[src/rtl/sp_pkg.sv]
// Shared widths, opcode constants and A-source encodings for the
// 8-instruction accumulator processor.
package sp_pkg;

    localparam int SP_DATA_W = 8;
    localparam int SP_ADDR_W = 5;
    localparam int SP_OP_W   = 3;

    localparam logic [SP_OP_W-1:0] OP_LOAD  = 3'd0;
    localparam logic [SP_OP_W-1:0] OP_STORE = 3'd1;
    localparam logic [SP_OP_W-1:0] OP_ADD   = 3'd2;
    localparam logic [SP_OP_W-1:0] OP_SUB   = 3'd3;
    localparam logic [SP_OP_W-1:0] OP_INPUT = 3'd4;
    localparam logic [SP_OP_W-1:0] OP_JZ    = 3'd5;
    localparam logic [SP_OP_W-1:0] OP_JPOS  = 3'd6;
    localparam logic [SP_OP_W-1:0] OP_HALT  = 3'd7;

    localparam logic [1:0] ASEL_ALU  = 2'b00;
    localparam logic [1:0] ASEL_IN   = 2'b01;
    localparam logic [1:0] ASEL_MEM  = 2'b10;
    localparam logic [1:0] ASEL_ZERO = 2'b11;

endpackage

[src/rtl/sp_ram.sv]
// Unified program/data RAM: combinational read, synchronous write, plus a
// program-load port that takes priority over the datapath write.
module sp_ram
    import sp_pkg::*;
#(
    parameter int DATA_W = SP_DATA_W,
    parameter int ADDR_W = SP_ADDR_W
) (
    input  logic              clock,
    input  logic              reset,
    input  logic [ADDR_W-1:0] addr,
    input  logic              wr_en,
    input  logic [DATA_W-1:0] wr_data,
    input  logic              prog_we,
    input  logic [ADDR_W-1:0] prog_addr,
    input  logic [DATA_W-1:0] prog_data,
    output logic [DATA_W-1:0] rdata
);

    logic [DATA_W-1:0] mem [2**ADDR_W];

    assign rdata = mem[addr];

    // NOTE: memory has no reset term; contents must survive reset, and a
    // held-in-reset edge must not write, so reset only gates the enables.
    always_ff @(posedge clock) begin
        if (!reset) begin
            if (prog_we)
                mem[prog_addr] <= prog_data;
            else if (wr_en)
                mem[addr] <= wr_data;
        end
    end

endmodule

[src/rtl/sp_datapath.sv]
// Datapath of the accumulator processor: PC, IR, MAR, A, ALU and the unified
// RAM, driven by a control word supplied every cycle by the control unit.
module sp_datapath
    import sp_pkg::*;
#(
    parameter int DATA_W = SP_DATA_W,
    parameter int ADDR_W = SP_ADDR_W,
    parameter int OP_W   = SP_OP_W
) (
    input  logic              clock,
    input  logic              reset,
    input  logic              irLoad,
    input  logic              pcLoad,
    input  logic              jmpMux,
    input  logic              memInst,
    input  logic              memWr,
    input  logic              aLoad,
    input  logic [1:0]        aSel,
    input  logic              sub,
    input  logic [DATA_W-1:0] dataIn,
    input  logic              progWe,
    input  logic [ADDR_W-1:0] progAddr,
    input  logic [DATA_W-1:0] progData,
    output logic [OP_W-1:0]   irOut,
    output logic              aEq0,
    output logic              aPos,
    output logic [DATA_W-1:0] dataOut
);

    logic [ADDR_W-1:0] pc;
    logic [DATA_W-1:0] ir;
    logic [ADDR_W-1:0] mar;
    logic [DATA_W-1:0] a;

    logic [DATA_W-1:0] rdata;
    logic [DATA_W-1:0] alu_res;
    logic [DATA_W-1:0] a_src;
    logic [ADDR_W-1:0] ir_addr;
    logic [ADDR_W-1:0] pc_next;
    logic [ADDR_W-1:0] mar_next;

    assign ir_addr  = ir[ADDR_W-1:0];
    assign pc_next  = jmpMux  ? ir_addr : pc + ADDR_W'(1);
    assign mar_next = memInst ? ir_addr : pc;
    assign alu_res  = sub ? a - rdata : a + rdata;

    // NOTE: every always_comb output gets a default first so no path can
    // leave it unassigned and infer a latch.
    always_comb begin
        a_src = '0;
        case (aSel)
            ASEL_ALU:  a_src = alu_res;
            ASEL_IN:   a_src = dataIn;
            ASEL_MEM:  a_src = rdata;
            default:   a_src = '0;
        endcase
    end

    // NOTE: registers use non-blocking assignments so every register samples
    // pre-edge values; this is what makes STORE write the old A.
    always_ff @(posedge clock or posedge reset) begin
        if (reset) begin
            pc  <= '0;
            ir  <= '0;
            mar <= '0;
            a   <= '0;
        end else begin
            mar <= mar_next;
            if (irLoad) ir <= rdata;
            if (pcLoad) pc <= pc_next;
            if (aLoad)  a  <= a_src;
        end
    end

    sp_ram #(
        .DATA_W (DATA_W),
        .ADDR_W (ADDR_W)
    ) u_ram (
        .clock     (clock),
        .reset     (reset),
        .addr      (mar),
        .wr_en     (memWr),
        .wr_data   (a),
        .prog_we   (progWe),
        .prog_addr (progAddr),
        .prog_data (progData),
        .rdata     (rdata)
    );

    // Flags look only at the A register, never at in-flight loads.
    assign irOut   = ir[DATA_W-1:ADDR_W];
    assign aEq0    = (a == '0);
    assign aPos    = (a != '0) && !a[DATA_W-1];
    assign dataOut = a;

endmodule
[config.mk]
export PLATFORM = sky130hd
export DESIGN_NAME = sp_datapath
export DESIGN_NICKNAME = d
export VERILOG_FILES = /design/src/rtl/sp_pkg.sv /design/src/rtl/sp_ram.sv /design/src/rtl/sp_datapath.sv
export SDC_FILE = /design/constraint.sdc
export NUM_CORES = 1
export LEC_CHECK = 0
export CORE_ASPECT_RATIO = 0.9
export CORE_UTILIZATION = 55
export DETAILED_ROUTE_END_ITERATION = 12
export GPL_ROUTABILITY_DRIVEN = 0
export MAX_ROUTING_LAYER = met4
export PLACE_DENSITY = 0.81
export SLEW_MARGIN = 20
export SYNTH_ARGS = -nofsm -noshare
export SYNTH_HDL_FRONTEND = slang
export SYNTH_SLANG_ARGS = --single-unit
[constraint.sdc]
create_clock -name clock -period 4.3 [get_ports clock]
set_clock_uncertainty 0.2 [all_clocks]
set_input_delay 1.29 -clock clock [delete_from_list [all_inputs] [get_ports clock]]
set_output_delay 1.29 -clock clock [all_outputs]
set_load 0.005 [all_outputs]
* Word-level counts from Yosys, hierarchy flattened
Memories as Yosys holds them, arrays and structs flattened.
Index checks and enable logic that the tools add are counted.
** Word-level totals
- RAM bits :: 256
- Flip-flop bits (word level) :: 26
- Memories :: 1
- Output and inout bits :: 13
- Input bits :: 33
** Memories
- u_ram.mem :: words 32, bits a word 8, rd ports 1, clocked after memory_dff 0, wr ports 1, line sp_ram.sv:20 : logic [DATA_W-1:0] mem [2**ADDR_W];
** Cells by class
- Mux-type cells :: 14
- Equality and inequality tests :: 2
- $add $sub $neg :: 3
- Reductions and logical operators :: 6
** Operator list (number)
- 8-bit case mux with 3 select lines :: 1
- 8-bit two-way mux :: 2
- 5-bit two-way mux :: 3
- 8-bit adder :: 1
- 8-bit logical NOT :: 1
- 1-bit two-way mux :: 8
- 8-bit nonzero test :: 1
- 8-bit OR reduction :: 1
- 8-bit subtractor :: 1
- 5-bit by 1-bit adder with 5-bit output, second input constant :: 1
- 2-bit by 1-bit == test with 1-bit output, second input constant :: 1
- 2-bit == test, second input constant :: 1
- 2-bit logical NOT :: 1
- 1-bit logical AND :: 1
- 1-bit logical NOT :: 1

* Longest topological paths before layout
Gate-level depths: netlist of the first run.
- Depth in word-level cells :: 6
- Depth in mapped cells :: 18
- Gate-level depth less buffers :: 15

* Hierarchy
A second synthesis of the first run with hierarchy kept.
** Second synthesis, totals
- Cells, all modules :: 609
- Area total of the unflattened synthesis :: 11777.5 µm²
** Modules (own cells, without submodules)
- sp_ram :: sequential area each 7687.4 µm², times used 1, cells each 431, area each 10094.7 µm²
- sp_datapath :: sequential area each 650.6 µm², times used 1, cells each 178, area each 1682.9 µm²

* Worst setup path before layout of the first run
Ideal clock, no wire load.
- Path kind :: reg-to-reg
- From :: register mar[0]
- To :: register a[6], in the netlist dataOut[6]
- Stages on the path, launching flop included :: 18
- Data arrival time :: 3.868 ns
- Slack :: 0.150 ns
- Required time :: 4.018 ns
- Path through :: dfrtp_1 > buf_6 > buf_12 > buf_6 > mux4_2 > o22ai_1 > nor4_1 > inv_1 > ha_1 > mux2_2 > fa_1 > nor2b_1 > o21ai_0 > a21boi_0 > o21ai_0 > nor4b_1 > or4_1 > a31oi_1
** Between the ends
- Longest elaborated chain between the ends :: 4
** Ends and longest elaborated chain
- start: declaration :: line sp_datapath.sv:32 : logic [ADDR_W-1:0] mar;
- start signal: assignment :: line sp_datapath.sv:68 : mar <= mar_next;
- memory 32 x 8 bit (*)
- 8-bit adder or 8-bit subtractor (tied branches) :: line sp_datapath.sv:45 : assign alu_res = sub ? a - rdata : a + rdata;
- 8-bit two-way mux :: line sp_datapath.sv:45
- 8-bit case mux with 3 select lines (*) :: line sp_datapath.sv:51 : case (aSel)
- end signal: assignment :: line sp_datapath.sv:71 : if (aLoad) a <= a_src;
- end: declaration :: line sp_datapath.sv:33 : logic [DATA_W-1:0] a;
Mark *: on every way between the ends. The rest lies on a longest branch, timed or not.
A chain may end at the register's enable or synchronous reset.

* Worst setup path after layout of the first run
- From :: register mar[1]
- To :: register a[7], in the netlist dataOut[7]
** Between the ends
- Longest elaborated chain between the ends :: 4
** Ends and longest elaborated chain
- memory 32 x 8 bit (*)
- net rdata[0] :: line sp_datapath.sv:35 : logic [DATA_W-1:0] rdata;
- 8-bit adder or 8-bit subtractor (tied branches) :: line sp_datapath.sv:45
- 8-bit two-way mux (*) :: line sp_datapath.sv:45
- 8-bit case mux with 3 select lines (*) :: line sp_datapath.sv:51
Mark *: on every way through the listed nets, which the timed path passes. The rest lies on a longest branch.

==> results.cfg, run 1 <==
[setup_path]
r2r_start = mar[1]
critPathRequiredTime_ps = 4510
arrival_ps = 4420
r2r-end = dataOut[7]
crit_fanout = 9
worstPathCellList = buf_4, or3b_2, o22ai_1, nor4_2, buf_4, buf_4, nor2_2, a21oi_1, xnor2_1, ha_1, o21ai_0, a21oi_1, o41ai_2, xnor3_1, xnor2_1, o21ai_1
cp-end-kind = register
r2r_slack_ps = 100
startpoint_type = register
crit_slowest_cell = dfrtp_1
reg2reg_depth = 16
cpPeakStageDelay_ps = 510
path_common_cell = buf_4
critPathKind = reg -> reg

[finish]
fillCellCount = 1355
final_cells = 1067
fin_nets = 805
fin_util_pct = 66.2
diodes = 0
areaGrowthSynthToFinish_pct = 16.8
drive_gt1_share_pct = 26.0

[run_status]
status = complete, no violations

[clock_network]
postCtsHoldBufs = 0
clockRootBuffer = clkbuf_16
cts_buffer_depth = 3
cts.clk_slew.worst_paths_ps = 70
cts_tree = done
cts.sinks = 282
numCtsBuffers = 26
htreeDepth = 1
clkLatencyLatePin_ps = 540

[die]
coreArea_sq_um = 21000
initial_core_util_pct = 56.6
ioPinCount = 46
die_x_microns = 157
fp.dieH_microns = 141
dieArea_sq_um = 22200
rows = 50

[detailed_routing]
wl_per_cell_microns = 25.0
wirelength_met1_microns = 10600
drt-total-wl_microns = 26700
viasPerCell = 6.37
vias = 6796
drt_pass1_iterations = 5
drcViolationCount = 0
ant_nets = 0
top_layer = met4
wl_met2_microns = 12800
met3_length_microns = 2450
drt_iter0_markers = 688

[synth]
ys_warn_count = 0
syn_nets = 713
ys_types = 54
syn_inst = 670
synth_edf_count = 256
async_flop_share_pct = 9.22
seq_area_frac_synth_pct = 70.2
ys_seq_elements = 282
syn_area_per_cell_sq_um = 17.7
synth.most_common_cell = edfxtp_1
yosysTopAreaCellShare_pct = 64.8
synth.area.top_cells = edfxtp_1 (65%), mux4_2 (12%), dfrtp_1 (5.5%)
synth_area_leader_cell = edfxtp_1
synthTopCellsByCount = edfxtp_1 (256), mux4_2 (62), nor2_1 (59), nand2_1 (27)
synth_flop_cell = edfxtp_1
syn_area_sq_um = 11900

[worst_hold_path]
min_path_cells = 1
holdPathEnd = ir[6]
min_from = ir[6]
hold_path_class = reg -> reg

[timing]
drv_slew = 0
clock.fmax_mhz = 238
fin_crit_ps = 4200
slew_headroom_pct = 36.5
hold_ws_ps = 325
worst_pin_slew_ps = 948
rsz0062_at_grt = true
final.setup.tns_ps = 0
finalSetupViolations = 0
fin_crit_sh_pct = 97.8
hold_violations = 0

[grt]
grt_max_degree = 38
overflow = 0
antenna_found_initial = 0
grt_pass1_vias = 6792
grt_pass1_wl_microns = 40400
track_usage_pct = 26.0

[power]
p_per_area_nw_per_um2 = 663
p_total_mw = 9.19
ir_drop_v = 0.000387
p_leak_nw = 4.59

[placed_design]
hpwl_microns = 17300
io_buffer_count = 45
dp.cells = 1014

[run]
drv_cap = 0
==> stage by stage <==
step / cell area (sq um) / setup WS (ps)
after floorplan: 11900 / 150
after detailed placement: 12900 / -134
final: 13900 / 95.2
after global routing: 13900 / -50.2
after global placement: 12900 / -14.3
after CTS: 13800 / 10.0
==> what timing repair did <==
action                                  4_1_cts  5_1_grt
endpoints found under the setup margin        2        2
resized for setup                             5       12
buffers inserted                              1        5
endpoints found under the hold margin         0        0
pin swaps                                     3        5
==> where the power goes <==
| part | switching, mW | internal, mW |
|---|---|---|
| Sequential | 0.188 | 3.20 |
| Combinational | 1.77 | 1.70 |
| Clock | 0.979 | 1.35 |
| Total | 2.93 | 6.26 |
==> final cells by class <==
class,count,area [sq um],share of cell area (%)
clock inverter,15,184,1.33
timing repair buffer,99,918,6.62
tap,286,358,2.58
clock buffer,32,673,4.86
multi-input combinational,339,3340,24.1
sequential,282,8340,60.2
inverter,14,52.6,0.379
==> placed cells by master (no fill, tap or decap), types with 7 or more instances in the layout <==
| cell type | instances |
|---|---|
| o22ai_1 | 19 |
| clkdlybuf4s50_1 | 45 |
| inv_1 | 14 |
| o21ai_0 | 12 |
| edfxtp_1 | 256 |
| dfrtp_1 | 24 |
| clkbuf_16 | 26 |
| ha_1 | 9 |
| nand2b_1 | 8 |
| mux4_2 | 62 |
| nand2_1 | 27 |
| a21oi_1 | 19 |
| buf_4 | 49 |
| nor2b_1 | 7 |
| mux2i_1 | 8 |
| nor2_1 | 58 |
| mux2_2 | 26 |
==> per-layer routing <==
layer | global-route usage (%) | vias up
li1 | - | 2860
met1 | 34.4 | 3502
met2 | 40.9 | 369
met3 | 5.59 | 65
met4 | 8.05 | 0
met5 | - | -
==> flip-flops by register name, summed over array words and instances (netlist names) <==
name       cells
u_ram.mem    256
pc             5
dataOut        8
ir             8
mar            5
==> critical path, delay by kind of cell, from the launching register on <==
kind | cells | cell delay, ps
AO/OA/AOI/OAI | 6 | 1100
AND/OR/NAND/NOR | 3 | 800
XOR/XNOR | 3 | 610
buffers and inverters | 3 | 520
flip-flops | 1 | 510
adder cells (fa/ha/maj) | 1 | 350
==> worst max path at each step <==
stage	from	end	slack, ps
floorplan	mar[0]	dataOut[6]	150
global placement	mar[0]	dataOut[6]	-10
detailed placement	mar[0]	dataOut[6]	-130
CTS	mar[1]	dataOut[7]	10
global route	mar[1]	dataOut[7]	-50
finish	mar[1]	dataOut[7]	100
==> logic make-up (layout without fill, tap and decap cells) <==
kind of cell,Yosys count,in the layout,share of synthesized area [%]
AO/OA/AOI/OAI,85,85,4.44
buffers and inverters,49,160,2.34
flip-flops,282,282,70.2
XOR/XNOR,8,8,0.706
AND/OR/NAND/NOR,138,138,5.84
multiplexers,98,98,15.3
adder cells (fa/ha/maj),10,10,1.12
Power figures use the tool's default switching activity.
==> run 2, diff against run 1 <==
- CORE_UTILIZATION: 55 -> 35
- PLACE_DENSITY: 0.81 -> 0.58
- SETUP_SLACK_MARGIN: default -> 0.05
==> results.cfg, run 2 (synthesis results as in run 1) <==
[power]
p_per_area_nw_per_um2 = 654
p_leak_nw = 4.77
ir_drop_v = 0.000390

[die]
ioPinCount = 46
initial_core_util_pct = 35.8
coreArea_sq_um = 33200
die_x_microns = 196
fp.dieH_microns = 177
rows = 63
dieArea_sq_um = 34700

[finish]
diodes = 0
fin_nets = 838
fin_area_sq_um = 14300
final_cells = 1271
regMostFlops = u_ram.mem
layout_commonest_cell = edfxtp_1
drive_gt1_share_pct = 28.1
areaGrowthSynthToFinish_pct = 20.9
largest_reg_flops = 256
most-common-layout-cells = edfxtp_1 (256), buf_4 (79), mux4_2 (62), nor2_1 (59), clkdlybuf4s50_1 (45)
fillCellCount = 2875

[detailed_routing]
viasPerCell = 5.05
drt_iter0_markers = 455
vias = 6420
wl_per_cell_microns = 21.2
ant_nets = 0
drcViolationCount = 0
drt-total-wl_microns = 26900
drt_pass1_iterations = 6

[timing]
fin_crit_sh_pct = 96.2
fin_crit_ps = 4140
slew_headroom_pct = 30.2
drv_slew = 0
hold_violations = 0
hold_ws_ps = 330
clock.fmax_mhz = 242
final.setup.tns_ps = 0
setup_ws_ps = 162
rsz0062_at_grt = true
finalSetupViolations = 0
worst_pin_slew_ps = 1040

[clock_network]
cts_buffer_depth = 3
htreeDepth = 1
numCtsBuffers = 29
cts.sinks = 282
clkLatencyLatePin_ps = 540
cts.clk_slew.worst_paths_ps = 60
postCtsHoldBufs = 0
cts_tree = done
clockRootBuffer = clkbuf_16

[setup_path]
critPathKind = reg -> reg
startpoint_type = register
critPathRequiredTime_ps = 4560
crit_fanout = 15
arrival_ps = 4400
cp-end-kind = register

[placed_design]
place_area_sq_um = 13400
hpwl_microns = 18200
io_buffer_count = 45
dp.cells = 1218
dp_slack_ps = -105

[grt]
grt_pass1_vias = 6435
grt_pass1_wl_microns = 40400
grt_max_degree = 33
track_usage_pct = 16.3
overflow = 0
antenna_found_initial = 0

[run_status]
status = complete, no violations

[worst_hold_path]
hold_path_class = reg -> reg

[run]
drv_cap = 0
==> run 2: cell types whose count changed in the layout (fill, tap and decap cells not counted), sizes merged <==
cell / change
clkinv: +3
clkbuf: +3
clkinvlp: -1
buf: +30
==> run 2: area by class of cell <==
type                       count  area, sq um  area share [%]
clock inverter                17          179            1.25
multi-input combinational    339         3310            23.1
sequential                   282         8340            58.1
tap                          455          569            3.97
timing repair buffer         129         1140            7.97
clock buffer                  35          748            5.21
inverter                      14         52.6           0.366
==> run 2: metal layers <==
metal | up-vias | global-route usage, % | part of all wire [%]
li1 | 2929 | - | -
met1 | 3303 | 22.2 | 45
met2 | 147 | 25.8 | 48
met3 | 41 | 2.36 | 4.3
met4 | 0 | 4.00 | 2.2
met5 | - | - | 0
==> run 2: repair_timing <==
item                                    in CTS  in global routing
gates resized for setup                      3                 10
endpoints found under the setup margin       3                  3
pin swaps                                    2                  2
setup buffers                                0                  1
==> run 2: where the power goes <==
group | internal, mW | switching [mW] | leakage, nW
Sequential | 3.20 | 0.168 | 2.60
Clock | 1.47 | 1.00 | 0.452
Combinational | 1.80 | 1.74 | 1.72
Total | 6.47 | 2.91 | 4.77
==> run 2: worst paths after layout <==
check	startpoint	to	slack [ps]	cells past startpoint
min	ir[5]	ir[5]	330	1
min reg2reg	ir[5]	ir[5]	330	1
min in group asynchronous	reset	ir[1]	1270	3
max	mar[0]	dataOut[6]	160	15
max reg2reg	mar[0]	dataOut[6]	160	15
max in group asynchronous	reset	pc[2]	2000	4
==> run 2: critical path, stage by stage (launching register included) <==
cell	delay, ps
dfrtp_4	500
buf_12	170
mux4_2	330
o22ai_1	150
nor4_2	470
inv_1	90
ha_1	280
mux2_2	290
fa_2	370
nor2b_4	130
o21ai_1	80
a21boi_1	170
o21ai_1	100
nor4b_1	150
or4_1	410
a31oi_1	170
==> run 2: through the flow <==
step	total power [mW]	utilization, %
2_1_floorplan	5.58	-
3_3_place_gp	6.80	40.3
3_5_place_dp	6.82	40.3
4_1_cts	9.31	43.1
5_1_grt	9.83	43.2
6_report	9.38	43.2
==> run 3, diff against run 2 <==
- HOLD_SLACK_MARGIN: default -> 0.03
- MAX_ROUTING_LAYER: met4 -> default
==> results.cfg, run 3 (synthesis results as in run 1) <==
[run_status]
status = complete, no violations

[clock_network]
clkLatencyLatePin_ps = 540
numCtsBuffers = 29
cts_tree = done
cts.clk_slew.worst_paths_ps = 60
postCtsHoldBufs = 0
htreeDepth = 1
cts_buffer_depth = 3
cts.sinks = 282
clockRootBuffer = clkbuf_16

[placed_design]
dp_slack_ps = -105
io_buffer_count = 45
hpwl_microns = 18200

[timing]
slew_headroom_pct = 30.2
rsz0062_at_grt = true
finalSetupViolations = 0
clock.fmax_mhz = 242
final.setup.tns_ps = 0
fin_crit_ps = 4120
hold_violations = 0
fin_crit_sh_pct = 95.9
setup_ws_ps = 176
worst_pin_slew_ps = 1040
drv_slew = 0

[setup_path]
crit_fanout = 15
crit_buf_inv = 2
cp_top_family = multiplexers
arrival_ps = 4390
startpoint_type = register
cp-end-kind = register
critPathRequiredTime_ps = 4560
worstPathCellList = buf_12, buf_4, mux4_1, mux4_2, mux2i_4, and2_1, a21oi_1, xnor2_1, ha_1, a21boi_1, o21ai_1, nor4b_1, or4_1, a31oi_1
cpPeakStageDelay_ps = 560
crit_slowest_cell = mux4_1
critPathKind = reg -> reg

[finish]
diodes = 0
fin_nets = 838
drive_gt1_share_pct = 28.1
areaGrowthSynthToFinish_pct = 20.9
fillCellCount = 2875
layout_commonest_cell = edfxtp_1
most-common-layout-cells = edfxtp_1 (256), buf_4 (79), mux4_2 (62), nor2_1 (59), clkdlybuf4s50_1 (45)
regMostFlops = u_ram.mem
largest_reg_flops = 256

[grt]
track_usage_pct = 15.8
grt_pass1_vias = 6439
grt_max_degree = 33
antenna_found_initial = 0
grt_pass1_wl_microns = 40400
overflow = 0

[die]
fp.dieH_microns = 177
initial_core_util_pct = 35.8
dieArea_sq_um = 34700
coreArea_sq_um = 33200
rows = 63
ioPinCount = 46
die_x_microns = 196

[detailed_routing]
drt_iter0_markers = 421
drt-total-wl_microns = 26900
wl_per_cell_microns = 21.2
vias = 6429
drt_pass1_iterations = 4
drcViolationCount = 0
ant_nets = 0
viasPerCell = 5.06

[power]
p_leak_nw = 4.77
ir_drop_v = 0.000392
p_per_area_nw_per_um2 = 654

[worst_hold_path]
hold_path_class = reg -> reg

[run]
drv_cap = 0
run 3: cell counts in the layout (fill, tap and decap cells not counted):
Identical to the previous run, type by type.
run 3: metrics by stage:
stage	hold slack (ps)	std cells	area [sq um]	total power [mW]	util, %
finish	331	1271	14300	9.38	43.2
detailed placement	317	1218	13400	6.82	40.3
CTS	330	1270	14300	9.31	43.1
global route	349	1271	14300	9.83	43.2
global placement	293	1218	13400	6.80	40.3
floorplan	264	670	11900	5.58	-
run 3: area by class of cell:
| cell class | count | area, sq um | area share [%] |
|---|---|---|---|
| Timing Repair Buffer | 129 | 1140 | 7.97 |
| Clock buffer | 35 | 748 | 5.21 |
| Inverter | 14 | 52.6 | 0.366 |
| Clock inverter | 17 | 179 | 1.25 |
| Sequential cell | 282 | 8340 | 58.1 |
| Tap cell | 455 | 569 | 3.97 |
| Multi-Input combinational cell | 339 | 3310 | 23.1 |
run 3: final timing paths:
path                            startpoint  slack (ps)  cells past startpoint    endpoint
max in group asynchronous            reset        2000                      4       pc[2]
worst max-delay path                mar[0]         180                     14  dataOut[6]
min in group asynchronous            reset        1270                      3       ir[1]
worst max register to register      mar[0]         180                     14  dataOut[6]
worst min-delay path                 ir[5]         330                      1       ir[5]
worst min register to register       ir[5]         330                      1       ir[5]
run 3: what timing repair did:
item                       in CTS  in global routing
setup endpoints to repair       3                  3
gates cloned                    0                  0
resized for setup               3                 10
setup buffers                   0                  1
pin swaps                       2                  2
run 3: power by group:
part           total, mW  internal [mW]  switching [mW]
Sequential          3.37           3.20           0.167
Combinational       3.54           1.80            1.74
Clock               2.47           1.47            1.00
run 3: routing by layer:
layer	wire length [microns]	GRT usage (%)
met5	0	0
met3	923	2.36
met1	12400	22.3
met2	13000	25.6
met4	626	4.00
